$ cat config.mk
export PLATFORM = sky130hd
export DESIGN_NAME = andor_sweep_ctrl
export DESIGN_NICKNAME = d
export VERILOG_FILES = /design/src/rtl/andor_sweep_ctrl.sv
export SDC_FILE = /design/constraint.sdc
export NUM_CORES = 1
export LEC_CHECK = 0
export ABC_AREA = 1
export BUFFER_PORTS_ARGS = -buffer_cell sky130_fd_sc_hd__buf_4
export CORE_AREA = 2 2 68 70
export DETAILED_ROUTE_END_ITERATION = 8
export DIE_AREA = 0 0 70 72
export GPL_TIMING_DRIVEN = 0
export PLACE_DENSITY = 0.76
export SYNTH_ARGS = -nofsm -noshare
export SYNTH_HDL_FRONTEND = slang
export SYNTH_SLANG_ARGS = --single-unit
$ cat constraint.sdc
create_clock -name clk -period 2.6 [get_ports clk]
set_input_delay 0.39 -clock clk [delete_from_list [all_inputs] [get_ports clk]]
set_output_delay 0.39 -clock clk [all_outputs]
set_load 0.005 [all_outputs]
$ cat src/rtl/andor_sweep_ctrl.sv
// Sweep sequencer for an external 4-input AND-OR unit: drives all 16 vectors, captures Y,
// compares against EXPECTED. Optional error log (fail_seen/first_fail) under ANDOR_ERRLOG_EN.
//
// state     | meaning
// ----------+-----------------------------------------------------------
// ST_IDLE   | waiting for start; results from the last sweep held
// ST_DRIVE  | present vector idx on a..d, load settle down-counter
// ST_WAIT   | settle down-counter running, SAMPLE at terminal count 1
// ST_SAMPLE | capture y into truth[idx], count mismatch, advance idx
// ST_DONE   | done pulse, release a..d and busy
module andor_sweep_ctrl #(
    parameter int unsigned SETTLE_CYCLES = 1,
    parameter logic [15:0] EXPECTED      = 16'hF888
) (
    input  logic        clk,
    input  logic        rst,
    input  logic        start,
    output logic        a,
    output logic        b,
    output logic        c,
    output logic        d,
    input  logic        y,
    output logic        busy,
    output logic        done,
    output logic [15:0] truth,
    output logic [4:0]  err_cnt,
    output logic        pass
`ifdef ANDOR_ERRLOG_EN
    ,
    output logic        fail_seen,
    output logic [3:0]  first_fail
`endif
);

    typedef enum logic [2:0] {
        ST_IDLE,
        ST_DRIVE,
        ST_WAIT,
        ST_SAMPLE,
        ST_DONE
    } state_t;

    localparam logic [3:0] SETTLE_INIT = 4'(SETTLE_CYCLES);

    state_t      state_q, state_d;
    logic [3:0]  idx_q, idx_d;
    logic [3:0]  settle_q, settle_d;
    logic [3:0]  vec_q, vec_d;
    logic        busy_q, busy_d;
    logic        done_q, done_d;
    logic [15:0] truth_q, truth_d;
    logic [4:0]  err_cnt_q, err_cnt_d;
    logic        pass_q, pass_d;
`ifdef ANDOR_ERRLOG_EN
    logic        fail_seen_q, fail_seen_d;
    logic [3:0]  first_fail_q, first_fail_d;
`endif

    always_comb begin
        state_d   = state_q;
        idx_d     = idx_q;
        settle_d  = settle_q;
        vec_d     = vec_q;
        busy_d    = busy_q;
        done_d    = 1'b0;
        truth_d   = truth_q;
        err_cnt_d = err_cnt_q;
        pass_d    = pass_q;
`ifdef ANDOR_ERRLOG_EN
        fail_seen_d  = fail_seen_q;
        first_fail_d = first_fail_q;
`endif
        case (state_q)
            ST_IDLE: begin
                if (start) begin
                    state_d   = ST_DRIVE;
                    idx_d     = 4'd0;
                    truth_d   = 16'd0;
                    err_cnt_d = 5'd0;
                    pass_d    = 1'b0;
                    busy_d    = 1'b1;
`ifdef ANDOR_ERRLOG_EN
                    fail_seen_d  = 1'b0;
                    first_fail_d = 4'd0;
`endif
                end
            end
            ST_DRIVE: begin
                vec_d    = idx_q;
                settle_d = SETTLE_INIT;
                state_d  = (SETTLE_CYCLES == 0) ? ST_SAMPLE : ST_WAIT;
            end
            ST_WAIT: begin
                settle_d = settle_q - 4'd1;
                if (settle_q == 4'd1) begin
                    state_d = ST_SAMPLE;
                end
            end
            ST_SAMPLE: begin
                truth_d[idx_q] = y;
                if (y != EXPECTED[idx_q]) begin
                    err_cnt_d = err_cnt_q + 5'd1;
`ifdef ANDOR_ERRLOG_EN
                    if (!fail_seen_q) begin
                        fail_seen_d  = 1'b1;
                        first_fail_d = idx_q;
                    end
`endif
                end
                if (idx_q == 4'd15) begin
                    // pass is resolved here so it is already valid while done is high
                    state_d = ST_DONE;
                    done_d  = 1'b1;
                    pass_d  = (err_cnt_d == 5'd0);
                end else begin
                    idx_d   = idx_q + 4'd1;
                    state_d = ST_DRIVE;
                end
            end
            ST_DONE: begin
                busy_d  = 1'b0;
                vec_d   = 4'd0;
                state_d = ST_IDLE;
            end
            default: state_d = ST_IDLE;
        endcase
    end

    always_ff @(posedge clk) begin
        if (rst) begin
            state_q   <= ST_IDLE;
            idx_q     <= 4'd0;
            settle_q  <= 4'd0;
            vec_q     <= 4'd0;
            busy_q    <= 1'b0;
            done_q    <= 1'b0;
            truth_q   <= 16'd0;
            err_cnt_q <= 5'd0;
            pass_q    <= 1'b0;
`ifdef ANDOR_ERRLOG_EN
            fail_seen_q  <= 1'b0;
            first_fail_q <= 4'd0;
`endif
        end else begin
            state_q   <= state_d;
            idx_q     <= idx_d;
            settle_q  <= settle_d;
            vec_q     <= vec_d;
            busy_q    <= busy_d;
            done_q    <= done_d;
            truth_q   <= truth_d;
            err_cnt_q <= err_cnt_d;
            pass_q    <= pass_d;
`ifdef ANDOR_ERRLOG_EN
            fail_seen_q  <= fail_seen_d;
            first_fail_q <= first_fail_d;
`endif
        end
    end

    assign a       = vec_q[3];
    assign b       = vec_q[2];
    assign c       = vec_q[1];
    assign d       = vec_q[0];
    assign busy    = busy_q;
    assign done    = done_q;
    assign truth   = truth_q;
    assign err_cnt = err_cnt_q;
    assign pass    = pass_q;
`ifdef ANDOR_ERRLOG_EN
    assign fail_seen  = fail_seen_q;
    assign first_fail = first_fail_q;
`endif

endmodule

=== Word level (Yosys, flattened, before mapping) ===
Memories as Yosys holds them, arrays and structs flattened. A register that Yosys moved wholly into a read port is not among the register bits.
Cells that the tools add are included.

* Bits in registers: 39
* ROM bits: 16
* Input bits: 4
* Memories: 1

{| class="wikitable"
|+ Memories
! memory !! words !! bits a word !! read ports !! clocked after Yosys merged registers in !! write ports !! line !! text
|-
| (name not given) || 16 || 1 || 1 || 1 || 0 || 101 || <nowiki>if (y != EXPECTED[idx_q]) begin</nowiki>
|}

* Add/sub/neg operators: 3
* Magnitude comparators: 2
* Eq/ne operators: 11
* Mux-type cells: 27
* Bitwise operators: 1
* Reductions and logical operators: 13

{| class="wikitable"
|+ Operators by type and width
! cell !! count
|-
| one-hot mux 16 bit (2 select lines) || 1
|-
| one-hot mux 4 bit (2 select lines) || 3
|-
| bitwise mux 16 bit || 1
|-
| 2-to-1 mux 16 bit || 1
|-
| 2-to-1 mux 4 bit || 4
|-
| 2-to-1 mux 5 bit || 3
|-
| one-hot mux 3 bit (4 select lines) || 1
|-
| one-hot mux 5 bit (2 select lines) || 1
|-
| 2-to-1 mux 3 bit || 3
|-
| != test 2 bit (second input constant) || 4
|-
| nonzero test 2 bit || 4
|-
| equality test 3 x 2 -> 1 bit (second input constant) || 2
|-
| 2-to-1 mux 1 bit || 6
|-
| AND reduction 2 bit || 3
|-
| AND reduction 3 bit || 2
|-
| adder 5 x 1 -> 5 bit (second input constant) || 1
|-
| logical NOT 5 bit || 1
|-
| less-than comparator 4 x 5 -> 1 bit (second input constant) || 1
|-
| adder 4 x 1 -> 4 bit (second input constant) || 1
|-
| demux 1 bit (select 4 bit) || 1
|-
| equality test 4 x 1 -> 1 bit (second input constant) || 1
|-
| equality test 4 bit (second input constant) || 1
|-
| greater-or-equal comparator 4 x 1 -> 1 bit (second input constant) || 1
|-
| one-hot mux 1 bit (2 select lines) || 2
|-
| other kinds (8) || 8
|}

=== Depth between registers and ports, before layout ===
* Depth after elaboration: 8
* Gate-level depth with buffers: 10

=== Worst setup path after synthesis ===
No wires, ideal clock.

* Path type: register -> register
* Start: register idx_q[1]
* End: register idx_q[3]
* Setup time: 0.114 ns
* Data arrival time: 1.347 ns
* Path slack: 1.139 ns
* Stages on the path, launching flop included: 9
* Clock period less this slack: 1.461 ns
* Cell sequence: dfxtp_1 -> ha_1 -> inv_1 -> nor2_2 -> nand2_2 -> nand2_4 -> nor2_2 -> xor2_1 -> and2b_1

* Cells in the longest elaborated chain, start to end: 3

{| class="wikitable"
|+ RTL lines
! what !! line !! text
|-
| from (decl) || 46 || <nowiki>logic [3:0] idx_q, idx_d;</nowiki>
|-
| from (signal assigned) || 146 || <nowiki>idx_q <= idx_d;</nowiki>
|-
| adder 4 x 1 -> 4 bit / equality test 4 bit (equally long branches) || 116, 110 ||
|-
| 2-to-1 mux 4 bit / != test 2 bit (equally long branches) || -- ||
|-
| one-hot mux 4 bit (2 select lines) / AND reduction 3 bit (equally long branches) || -- ||
|}

Parallel ways exist; a longest one is shown, timed or not. The select of a mux whose other input is x is not followed.
A chain may end at the register's enable or synchronous reset.

=== Final worst setup path ===
* Start: register idx_q[1]
* End: register pass_q (netlist: pass)

* Cells in the longest elaborated chain, start to end: 3

{| class="wikitable"
|+ RTL lines
! what !! line !! text
|-
| equality test 4 bit || 110 || <nowiki>if (idx_q == 4'd15) begin</nowiki>
|-
| != test 2 bit (no source line) || -- ||
|-
| AND reduction 3 bit (no source line) || -- ||
|-
| to (signal assigned) || 153 || <nowiki>pass_q <= pass_d;</nowiki>
|-
| to (decl) || 53 || <nowiki>logic pass_q, pass_d;</nowiki>
|}

Every way passes these cells.

==> metrics.yaml <==
wl_per_cell_um: 12.2
synth_warnings: 0
r2r_cells: 9
peakVddDrop_mv: 0.416
root_buffer: "clkbuf_8"
drt_wl_total_um: 4620
post-route-period-util_pct: 64.9
globalRouteOverflowTotal: 0
drc_errors: 0
drive_above_1_share_pct: 17.7
relSlewSlack_pct: 66.4
power_leakage_nw: 0.996
synth_cell_types: 33
cts.path.max_buffers: 2
clock.fmax_mhz: 593
synth_seq_area_share_pct: 39.2
async_reset_ff_share_pct: 0
internal_power_mw: 0.996
dieArea_um2: 5040
ys_ff_latch: 40
fin_skew_ns: 0.00958
rsz0062_at_grt: "false"
cap_viol_max_count: 0
synth_top_area_share_pct: 39.2
grt.total_usage_pct: 18.8
synthFlopType: "dfxtp_1"
grt_pass1_vias: 1780
synth_largest_area_cell: "dfxtp_1"
vias: 1952
cts-buffers-inserted: 5
core_um2: 4260
synth.most_common_cell: "nand2_1"
synthCells: 289
syn-num-nets: 300
gp_congestion: 0.889
cts_hold_buf: 0
cts.sinks: 40
slew_viol_final: 0
rr_startpoint: "idx_q[1]"
total_power_mw: 1.51
syn_avg_cell_area_um2: 7.07
cp_data_arrival_time_ns: 1.92
hold_class: "in -> reg"
p_per_area_nw_per_um2: 623
pwr-share-clk_pct: 28.8
combPwrFrac_pct: 25.4
clk_pin_slew_ns: 0.08
ios: 32
post-place-ws_ns: 0.923
crit_path_start_kind: "flop"
dpl_cell_area_um2: 2330
rr_endpoint: "pass"
final_cells: 379
status: "finished clean"
numPortBuffers: 30
synth_area_um2: 2040
area_growth_pct: 18.8
fin_setup_tns_ns: 0
tightest_slew_ns: 0.505
setup_violations: 0
hold_viol: 0
worst-path-max-fanout: 6
yosys-top-cells-area: "dfxtp_1 (39%), nand2_1 (18%), a21oi_1 (7.6%), inv_1 (4.6%), ha_1 (4.3%)"
antenna_found_initial: 0
netSwitchingFraction_pct: 34.0
nets: 337
path_cells: "ha_1 > inv_1 > nor2_2 > inv_1 > nand2_2 > nand2_1 > nor2_1 > nand4_1 > a21oi_1"
drtAntennaViolNets: 0
rows: 24
cp_slowest_cell: "dfxtp_1"
hp-start: "y"
grt_pass1_wl_um: 7660
grt_max_degree: 13
tritoncts: "done"
dp_cells: 371
drtPass1Iterations: 4
die_h_um: 72
worst_path_largest_cell_delay_ns: 0.43
num_antenna_cells: 0
final_cell_area_um2: 2420
critPathLaunch: "idx_q[1]"
postCtsResizedCells: 0
fin_ws_ns: 0.913
critical_path.most_common_cell: "inv_1"
fp.dieW_um: 70
start_util_pct: 47.9
cp-endpoint: "pass"
endpoint_kind: "flop"
cts_setup_buffers: 0
r2r_slack_ns: 0.91
h-tree-depth: 2
cp.required_ns: 2.83
drt_iter0_drc: 184
worst-setup-path-type: "reg -> reg"
fin_crit_ns: 1.69
p_seq_share_pct: 45.8
synth_edf_count: 0
power_switching_mw: 0.514
ys_top_cells_by_count: "nand2_1 (96), dfxtp_1 (40), a21oi_1 (31), inv_1 (25), nand3_1 (17)"
clk_latency_ns: 0.30
drt-vias-per-instance: 5.15
dpl.hpwl_um: 3390
-- layer usage --
metal	routed length (um)	up-vias	track usage (%)
met1	2070	868	22.5
li1	-	1017	-
met5	0	-	0
met3	254	11	3.06
met2	2190	56	33.3
met4	112	0	8.76
-- power by group through the flow --
stage / Combinational (mW) / Sequential (mW) / Clock [mW]
6_report: 0.383 / 0.691 / 0.435
3_5_place_dp: 0.381 / 0.705 / 0
2_1_floorplan: 0.295 / 0.698 / 0
4_1_cts: 0.384 / 0.691 / 0.442
3_3_place_gp: 0.374 / 0.703 / 0
5_1_grt: 0.439 / 0.698 / 0.463
-- worst min path at each step --
stage,endpoint,slack (ns),cells past startpoint
after floorplan,settle_q[3],0.44,2
after global placement,truth[1],0.45,2
after detailed placement,truth[8],0.45,2
after CTS,truth[15],0.34,2
after global routing,truth[15],0.35,2
final,truth[15],0.35,2
-- area by class of cell --
class                           count  area, um^2
Fill cell                         430        1840
Clock buffer                        6        82.6
Tap cell                           52        65.1
Clock inverter                      2        10.0
Buffer                             10        53.8
Timing Repair Buffer               30         225
Sequential cell                    40         801
Inverter                           29         110
Multi-Input combinational cell    210        1080
-- state kept, by name, summed over array words and instances, names as in the netlist, named ones only --
register  cells
busy          1
done          1
err_cnt       5
idx_q         4
pass          1
settle_q      4
state_q       3
truth        16
vec_q         4
-- through the flow --
stage	util, %	hold slack (ns)
after floorplan	-	0.443
after global placement	54.7	0.450
after detailed placement	54.7	0.453
after CTS	56.9	0.343
after global routing	56.9	0.350
final	56.9	0.345
-- cells by family (layout without fill, tap and decap cells) --
| group | Yosys count | in the layout | synth area share [%] |
|---|---|---|---|
| flip-flops | 40 | 40 | 39.2 |
| AND/OR/NAND/NOR | 150 | 150 | 33.3 |
| adder cells (fa/ha/maj) | 7 | 7 | 4.29 |
| XOR/XNOR | 2 | 2 | 0.858 |
| AO/OA/AOI/OAI | 51 | 51 | 14.3 |
| buffers and inverters | 39 | 77 | 8.03 |
-- critical path: cells and delay by family (launching register included) --
family                     cells  cell delay (ns)
AOI/OAI and AO/OA              1             0.12
adders and majority gates      1             0.32
buffers and inverters          2             0.21
DFF                            1             0.43
and+or+nand+nor                5             0.55
-- placed cells by master (no fill, tap or decap), types with 7 or more instances in the layout --
cell type  count
o21ai_0        7
nand2_1       96
a21oi_1       31
dfxtp_1       40
nand4_1       10
inv_1         25
nand3_1       17
ha_1           7
o31ai_1        8
buf_4         32
nor2_1        12
Note: power is estimated with default switching activity, not from simulation.
